==> src/rtl/mu_mem_read_arbiter.sv <==
// Round-robin arbiter sharing one memory read port among input, weight and
// bias request channels; a source-tag FIFO routes in-order responses back.
module mu_mem_read_arbiter #(
  parameter int ADDR_W  = 32,
  parameter int DATA_W  = 256,
  parameter int MAX_OUT = 8
) (
  input  logic                       clk,
  input  logic                       rstn,
  input  logic                       in_req_vld,
  output logic                       in_req_rdy,
  input  logic [ADDR_W-1:0]          in_req_dat,
  input  logic                       wgt_req_vld,
  output logic                       wgt_req_rdy,
  input  logic [ADDR_W-1:0]          wgt_req_dat,
  input  logic                       bias_req_vld,
  output logic                       bias_req_rdy,
  input  logic [ADDR_W-1:0]          bias_req_dat,
  output logic                       in_rsp_vld,
  input  logic                       in_rsp_rdy,
  output logic [DATA_W-1:0]          in_rsp_dat,
  output logic                       wgt_rsp_vld,
  input  logic                       wgt_rsp_rdy,
  output logic [DATA_W-1:0]          wgt_rsp_dat,
  output logic                       bias_rsp_vld,
  input  logic                       bias_rsp_rdy,
  output logic [DATA_W-1:0]          bias_rsp_dat,
  output logic                       mem_req_vld,
  input  logic                       mem_req_rdy,
  output logic [ADDR_W-1:0]          mem_req_addr,
  input  logic                       mem_rsp_vld,
  output logic                       mem_rsp_rdy,
  input  logic [DATA_W-1:0]          mem_rsp_dat,
  output logic [$clog2(MAX_OUT):0]   outstanding,
  output logic                       rsp_err
);

  localparam int PW = $clog2(MAX_OUT);
  localparam int CW = PW + 1;
  localparam logic [CW-1:0] FULL_CNT = CW'(MAX_OUT);

  logic [2:0]        req_v;
  logic [1:0]        ptr;
  logic [1:0]        lock_src;
  logic              lock;
  logic [1:0]        ord0, ord1, ord2;
  logic [1:0]        sel;
  logic              sel_v;
  logic [ADDR_W-1:0] sel_addr;
  logic [PW-1:0]     wr_ptr, rd_ptr;
  logic [CW-1:0]     count;
  logic [1:0]        tag_mem [MAX_OUT];
  logic [1:0]        head;
  logic              full, empty;
  logic              grant_ok, rsp_ok;
  logic              push, pop;
  logic              head_rdy;

  assign req_v = {bias_req_vld, wgt_req_vld, in_req_vld};

  // Search order starts at the pointer and wraps around the three sources
  always_comb begin
    ord0 = 2'd0;
    ord1 = 2'd1;
    ord2 = 2'd2;
    unique case (ptr)
      2'd1: begin
        ord0 = 2'd1;
        ord1 = 2'd2;
        ord2 = 2'd0;
      end
      2'd2: begin
        ord0 = 2'd2;
        ord1 = 2'd0;
        ord2 = 2'd1;
      end
      default: begin
        ord0 = 2'd0;
        ord1 = 2'd1;
        ord2 = 2'd2;
      end
    endcase
  end

  always_comb begin
    sel = ord0;
    if (lock)
      sel = lock_src;
    else if (req_v[ord0])
      sel = ord0;
    else if (req_v[ord1])
      sel = ord1;
    else if (req_v[ord2])
      sel = ord2;
  end

  always_comb begin
    sel_v    = in_req_vld;
    sel_addr = in_req_dat;
    unique case (sel)
      2'd1: begin
        sel_v    = wgt_req_vld;
        sel_addr = wgt_req_dat;
      end
      2'd2: begin
        sel_v    = bias_req_vld;
        sel_addr = bias_req_dat;
      end
      default: begin
        sel_v    = in_req_vld;
        sel_addr = in_req_dat;
      end
    endcase
  end

  assign full  = (count == FULL_CNT);
  assign empty = (count == '0);

  assign grant_ok     = rstn & mem_req_rdy & ~full;
  assign mem_req_vld  = rstn & sel_v & ~full;
  assign mem_req_addr = sel_addr;
  assign in_req_rdy   = grant_ok & (sel == 2'd0);
  assign wgt_req_rdy  = grant_ok & (sel == 2'd1);
  assign bias_req_rdy = grant_ok & (sel == 2'd2);
  assign push         = mem_req_vld & mem_req_rdy;

  assign head   = tag_mem[rd_ptr];
  assign rsp_ok = rstn & mem_rsp_vld & ~empty;

  assign in_rsp_vld   = rsp_ok & (head == 2'd0);
  assign wgt_rsp_vld  = rsp_ok & (head == 2'd1);
  assign bias_rsp_vld = rsp_ok & (head == 2'd2);
  assign in_rsp_dat   = mem_rsp_dat;
  assign wgt_rsp_dat  = mem_rsp_dat;
  assign bias_rsp_dat = mem_rsp_dat;

  always_comb begin
    head_rdy = in_rsp_rdy;
    unique case (head)
      2'd1:    head_rdy = wgt_rsp_rdy;
      2'd2:    head_rdy = bias_rsp_rdy;
      default: head_rdy = in_rsp_rdy;
    endcase
  end

  assign mem_rsp_rdy = rstn & ~empty & head_rdy;
  assign pop         = mem_rsp_vld & mem_rsp_rdy;
  assign outstanding = count;

  always_ff @(posedge clk) begin
    if (push)
      tag_mem[wr_ptr] <= sel;
  end

  always_ff @(posedge clk or negedge rstn) begin
    if (!rstn) begin
      ptr      <= 2'd0;
      lock     <= 1'b0;
      lock_src <= 2'd0;
      wr_ptr   <= '0;
      rd_ptr   <= '0;
      count    <= '0;
      rsp_err  <= 1'b0;
    end else begin
      // A stalled grant is frozen so address and tag stay stable
      if (push) begin
        ptr    <= (sel == 2'd2) ? 2'd0 : sel + 2'd1;
        lock   <= 1'b0;
        wr_ptr <= wr_ptr + 1'b1;
      end else if (mem_req_vld) begin
        lock     <= 1'b1;
        lock_src <= sel;
      end
      if (pop)
        rd_ptr <= rd_ptr + 1'b1;
      if (push && !pop)
        count <= count + 1'b1;
      else if (pop && !push)
        count <= count - 1'b1;
      if (mem_rsp_vld && empty)
        rsp_err <= 1'b1;
    end
  end

endmodule

==> config.mk <==
export PLATFORM = sky130hd
export DESIGN_NAME = mu_mem_read_arbiter
export DESIGN_NICKNAME = d
export VERILOG_FILES = /design/src/rtl/mu_mem_read_arbiter.sv
export SDC_FILE = /design/constraint.sdc
export NUM_CORES = 1
export LEC_CHECK = 0
export ABC_AREA = 1
export CELL_PAD_IN_SITES_DETAIL_PLACEMENT = 1
export CELL_PAD_IN_SITES_GLOBAL_PLACEMENT = 1
export CORE_AREA = 2 2 453 455
export CTS_CLUSTER_SIZE = 8
export DETAILED_ROUTE_END_ITERATION = 16
export DIE_AREA = 0 0 455 457
export MAX_ROUTING_LAYER = met4
export PLACE_DENSITY_LB_ADDON = 0.1
export SKIP_CTS_REPAIR_TIMING = 1
export SLEW_MARGIN = 5
export SYNTH_ARGS = -nofsm -noshare
export SYNTH_HDL_FRONTEND = slang
export SYNTH_SLANG_ARGS = --single-unit
==> constraint.sdc <==
create_clock -name clk -period 11.9 [get_ports clk]
set_clock_uncertainty 0.15 [all_clocks]
set_input_delay 2.38 -clock clk [delete_from_list [all_inputs] [get_ports clk]]
set_output_delay 2.38 -clock clk [all_outputs]
set_load 0.1 [all_outputs]
==> impl_metrics.yaml, run 1 <==
route:
  wl_met2_mm: 15.12
  antenna_left: 0
  wl_met1_mm: 9.752
  top_layer: "met4"
  first_pass_iters: 4
  dr_wl_met3_mm: 6.673
  via_per_inst: 1.178
  drtIter0Drc: 128
  dr_total_vias: 3774
  wire_per_inst_um: 10.74
  routed_wl_mm: 34.41
  drcViolationCount: 0
timing:
  slew_violations: 0
  max_clock_freq_ghz: 0.1046
  rsz0062_at_grt: "no"
  finalHoldViolCount: 0
  fin_setup_tns_ns: 0
  fin_crit_sh_pct: 80.32
  fin_crit_ns: 9.558
  setup_viol: 0
  worst_slew_pin_slew_ns: 1.071
  slew_headroom_pct: 28.39
cts:
  cts_buffer_depth: 2
  cts_tree: "built"
  clockRootBuffer: "clkbuf_16"
  clk_pin_slew_ns: 0.06
  clock_latency_ns: 0.29
  cts_sinks: 32
  cts_inserted_buffers: 5
  cts_max_level: 2
placed_design:
  gp_congestion: 0.6989
  dp_hpwl_mm: 29.62
  dp_cells: 3191
  port_buffers: 150
power:
  p_per_area_mw_per_mm2: 401.7
  power_leakage_nw: 1.761
  vdd_drop_max_mv: 0.2183
synthesis:
  netlist_area_sq_mm: 0.008284
  yosys_warnings: 0
  ys_seq_area_share_pct: 10.63
  synth_top_area_share_pct: 69.69
  syn_avg_cell_area_sq_um: 7.299
  syn_inst: 1135
  ys_seq_elements: 32
  ys_types: 32
  synth_nets: 1514
  synthTopCellsByArea: "buf_4, edfxtp_1, nand2_1"
  yosysTopAreaCell: "buf_4"
global_route:
  first_global_vias: 4222
  grt_max_degree: 38
  grt_pass1_wl_mm: 42.55
  grt.total_usage_pct: 3.130
  overflow: 0
  antenna_found_initial: 10
critical_path:
  critPathRequiredTime_ns: 9.37
  critPathKind: "in -> out"
  cp-end-kind: "output pin"
  slowest_delay_ns: 1.19
  crit_chain: "clkdlybuf4s50_1, inv_1, o21ai_0, nand3_1, inv_1, nor2_1, nand2_1, nand2_1, nand2_1, inv_1, ha_2, buf_4, nor2_1, a31oi_1, clkdlybuf4s50_1"
  slowest_stage: "clkdlybuf4s50_1"
  worstPathMaxFanout: 37
  path_delay_family: "buffers and inverters"
  path_buf_inv: 6
  setup.worst_path.start_class: "input port"
  crit_arrival_ns: 7.03
hold_path:
  min_path_type: "reg -> reg"
layout:
  multi_input_area_sq_mm: 0.001408
  seq_area_sq_um: 880.8
  area.growth.synth_to_final_pct: -9.515
  fin_cells: 3203
  drive_gt1_share_pct: 4.110
  fillers: 24260
  fin_nets: 889
floorplanning:
  std_cell_rows: 166
  io_pins: 1175
  die_w_um: 455
  core_sq_mm: 0.2033
  die_area_sq_mm: 0.2079
  start_util_pct: 4.074
  die_h_um: 457
flow_run:
  maxCapViolations: 0
outcome:
  status: "completed"
layer usage:
metal | track usage (%) | up-vias
met5 | - | -
met4 | 2.486 | 0
met3 | 2.436 | 250
met2 | 4.921 | 532
met1 | 2.342 | 1517
li1 | - | 1475
placed cells by master (no fill, tap or decap), types with 3 or more instances in the layout:
master | synthesis | layout
clkbuf_16 | 0 | 5
buf_4 | 769 | 7
edfxtp_1 | 16 | 16
ha_1 | 16 | 15
nand3_1 | 11 | 11
clkdlybuf4s50_1 | 0 | 147
nor2_1 | 64 | 64
a31oi_1 | 32 | 32
xor2_1 | 3 | 3
o32ai_1 | 4 | 4
a21oi_1 | 4 | 4
inv_1 | 37 | 37
o21ai_0 | 12 | 12
diode_2 | 0 | 4
dfrtp_1 | 16 | 16
nand2_1 | 116 | 116
worst paths after layout:
| check | startpoint | to | slack (ns) | depth (start not counted) |
|---|---|---|---|---|
| max | bias_req_vld | mem_req_addr[26] | 2.34 | 15 |
| min | rsp_err$_DFFE_PN0P_ | rsp_err$_DFFE_PN0P_ | 0.34 | 1 |
| max reg2reg | ptr[0]$_DFFE_PN0P_ | outstanding[3]$_DFFE_PN0P_ | 6.66 | 25 |
| min reg2reg | rsp_err$_DFFE_PN0P_ | rsp_err$_DFFE_PN0P_ | 0.34 | 1 |
| max in group asynchronous | rstn | lock$_DFFE_PN0P_ | 9.04 | 2 |
| min in group asynchronous | rstn | outstanding[0]$_DFFE_PN0P_ | 2.29 | 2 |
worst reg2reg max path, cell delays in order, from the launching register on:
cell and delay, ns:
dfrtp_1 0.35, inv_1 0.07, ha_1 0.35, inv_1 0.11, nand2_1 0.07, nand2_1 0.09, a21oi_1 0.19, nand3_1 0.09
nand2_1 0.07, nand2_1 0.06, nand2_1 0.33, inv_1 0.18, ha_2 0.93, nand2_1 0.12, nand2_1 0.15, nand2_2 0.13
nor2_4 0.29, ha_1 0.28, inv_1 0.11, ha_1 0.29, a21o_1 0.16, a21oi_1 0.19, nor2_1 0.06, nor2_1 0.08
nand2_1 0.08, xor2_1 0.14
synthesized netlist by cell type (all sizes together):
cell      n
clkbuf    9
or2       1
a21o      1
nor2     65
and3      1
mux2      1
xnor2     2
a21oi     4
nand2   118
o21bai    1
xor2      3
o22ai     1
o21a      1
edfxtp   16
o32ai     4
fa        1
ha       16
a31oi    32
o21ai    14
nand3    11
inv      38
clkinv    1
buf     777
dfrtp    16
a22o      1
area by class of cell:
| cell class | instances | share of cell area [%] |
|---|---|---|
| inverters | 39 | 1.953 |
| multi-input cells | 278 | 18.78 |
| clock inverters | 2 | 0.4674 |
| repair buffers | 154 | 20.33 |
| flip-flops and latches | 32 | 11.75 |
| well taps | 2688 | 44.87 |
| clock buffers | 6 | 1.719 |
| diodes | 4 | 0.1335 |
through the flow:
| step | total power [W] | cell area, sq um | hold WS, ns | util [%] | setup WS, ns |
|---|---|---|---|---|---|
| after floorplan | 0.003370 | 8284 | 0.2989 | - | 3.843 |
| after global placement | 0.002962 | 7322 | 0.3265 | 3.601 | 2.079 |
| after detailed placement | 0.002940 | 7322 | 0.3174 | 3.601 | 2.167 |
| after CTS | 0.003109 | 7486 | 0.3436 | 3.682 | 2.150 |
| after global routing | 0.003192 | 7496 | 0.3510 | 3.686 | 1.853 |
| final | 0.003011 | 7496 | 0.3353 | 3.686 | 2.342 |
cell families after synthesis:
group                      synth area share, %
AOI/OAI and AO/OA                        4.380
DFF                                      10.63
adders and majority gates                2.658
and+or+nand+nor                          9.258
xor gates and xnor gates                0.5287
muxes                                   0.1359
buffers and inverters                    72.41
flip-flops by register name (all words and copies together), names as in the netlist:
| signal | count |
|---|---|
| lock | 1 |
| lock_src | 2 |
| outstanding | 4 |
| ptr | 2 |
| rd_ptr | 3 |
| rsp_err | 1 |
| tag_mem | 16 |
| wr_ptr | 3 |
power by group:
group	switching, W	internal [W]
clock	0.0000562	0.0000987
sequential	0.0000331	0.000160
combinational	0.00210	0.000559
total	0.00219	0.000818
Note: power is estimated with default switching activity, not from simulation.
==> run 2: changes to the inputs <==
CORE_AREA = 2 2 454 456   (was 2 2 453 455)
DIE_AREA = 0 0 456 458   (was 0 0 455 457)
clock period = 9.6 ns   (was 11.9 ns; I/O delays follow)
==> impl_metrics.yaml, run 2 (synthesis gave the netlist of run 1 again) <==
cts:
  cts_inserted_buffers: 5
  cts_max_level: 2
  clockRootBuffer: "clkbuf_16"
  clock_latency_ns: 0.29
  clk_pin_slew_ns: 0.06
  cts_buffer_depth: 2
  cts_tree: "built"
  cts_sinks: 32
flow_run:
  maxCapViolations: 0
critical_path:
  critPathRequiredTime_ns: 7.53
  crit_start: "bias_req_vld"
  critPathKind: "in -> out"
  cp-end-kind: "output pin"
  setup.worst_path.start_class: "input port"
  worstPathMaxFanout: 27
  worstSetupEndpoint: "mem_req_addr[10]"
  r2r_start: "ptr[0]$_DFFE_PN0P_"
  r2r_setup_slack_ns: 4.54
  reg2regPathDepth: 25
  crit_arrival_ns: 6.01
  timing.rr.end: "outstanding[3]$_DFFE_PN0P_"
layout:
  area.growth.synth_to_final_pct: -10.27
  drive_gt1_share_pct: 11.11
  fillers: 24320
  fin_nets: 891
  largest_reg_flops: 16
  layout_common_cells: "nand2_1, clkdlybuf4s50_1, nor2_1, buf_4, inv_1"
  final_common_cell: "nand2_1"
  regMostFlops: "tag_mem"
global_route:
  grt_max_degree: 31
  grt_busiest_layer: "met2"
  grt_pass1_wl_mm: 40.26
  grt.total_usage_pct: 2.869
  antenna_found_initial: 3
  overflow: 0
  use_met3_pct: 1.745
  grt.met1_usage_pct: 2.621
  grt_use_met2_pct: 4.393
  first_global_vias: 4350
hold_path:
  min_path_type: "reg -> reg"
placed_design:
  port_buffers: 150
  gp_congestion: 0.6422
  dp_hpwl_mm: 26.42
  pre_cts_ws_ns: 1.275
timing:
  fin_setup_tns_ns: 0
  setup_viol: 0
  slew_headroom_pct: 32.23
  max_clock_freq_ghz: 0.1238
  slew_violations: 0
  fin_crit_ns: 8.076
  rsz0062_at_grt: "no"
  finalHoldViolCount: 0
  fin_crit_sh_pct: 84.13
  worst_slew_pin_slew_ns: 1.013
  layout_setup_ws_ns: 1.524
floorplanning:
  start_util_pct: 4.066
  die_w_um: 456
  std_cell_rows: 166
  io_pins: 1175
  core_sq_mm: 0.2038
  die_h_um: 458
  die_area_sq_mm: 0.2088
route:
  drcViolationCount: 0
  routed_wl_mm: 30.79
  antenna_left: 0
  dr_total_vias: 3699
  wire_per_inst_um: 9.611
  drtIter0Drc: 96
  first_pass_iters: 4
  via_per_inst: 1.154
power:
  vdd_drop_max_mv: 0.2305
  power_leakage_nw: 1.801
  power.total_w: 0.003700
  p_per_area_mw_per_mm2: 497.8
outcome:
  status: "completed"
run 2: routing by layer:
layer | up-vias | wire [um]
met2 | 481 | 13920
met4 | 0 | 2184
met5 | - | 0
met1 | 1594 | 10400
met3 | 143 | 4285
li1 | 1481 | -
run 2: layout make-up:
class	count	area (sq um)	share of cell area (%)
antenna	3	7.507	0.1010
clock buffer	6	128.9	1.734
clock inverter	2	35.03	0.4713
inverter	39	146.4	1.969
multi-input combinational	278	1413	19.00
sequential	32	880.8	11.85
tap	2688	3363	45.24
timing repair buffer	156	1459	19.63
run 2: power breakdown:
group          switching [W]  internal, W  leakage, nW  total [W]
clock              0.0000691     0.000122       0.0809   0.000191
combinational        0.00263     0.000639         1.38    0.00327
sequential         0.0000423     0.000198        0.338   0.000240
run 2: worst max-delay path: stages:
cell             delay [ns]
clkdlybuf4s50_1        0.51
inv_1                  0.08
o21ai_0                0.15
nand3_1                0.15
inv_1                  0.11
nor2_1                 0.04
nand2_1                0.08
nand2_1                0.05
nand2_1                0.34
inv_1                  0.19
ha_2                   0.75
nor2_1                 0.10
a31oi_1                0.29
clkdlybuf4s50_1        1.21
run 2: worst min-delay path by stage:
stage | startpoint | endpoint | cells after the start
after global placement | rsp_err$_DFFE_PN0P_ | rsp_err$_DFFE_PN0P_ | 1
final | rsp_err$_DFFE_PN0P_ | rsp_err$_DFFE_PN0P_ | 1
after floorplan | lock_src[0]$_DFFE_PN0P_ | lock_src[0]$_DFFE_PN0P_ | 2
after global routing | rsp_err$_DFFE_PN0P_ | rsp_err$_DFFE_PN0P_ | 1
after detailed placement | rsp_err$_DFFE_PN0P_ | rsp_err$_DFFE_PN0P_ | 1
after CTS | rsp_err$_DFFE_PN0P_ | rsp_err$_DFFE_PN0P_ | 1
run 2: per-stage QoR:
| stage | util, % | instance area (sq um) | hold slack (ns) | cells |
|---|---|---|---|---|
| after floorplan | - | 8284 | 0.2989 | 1135 |
| after global placement | 3.564 | 7262 | 0.3361 | 3193 |
| after detailed placement | 3.564 | 7262 | 0.3189 | 3193 |
| after CTS | 3.645 | 7426 | 0.3431 | 3201 |
| after global routing | 3.647 | 7431 | 0.3652 | 3203 |
| final | 3.648 | 7433 | 0.3392 | 3204 |
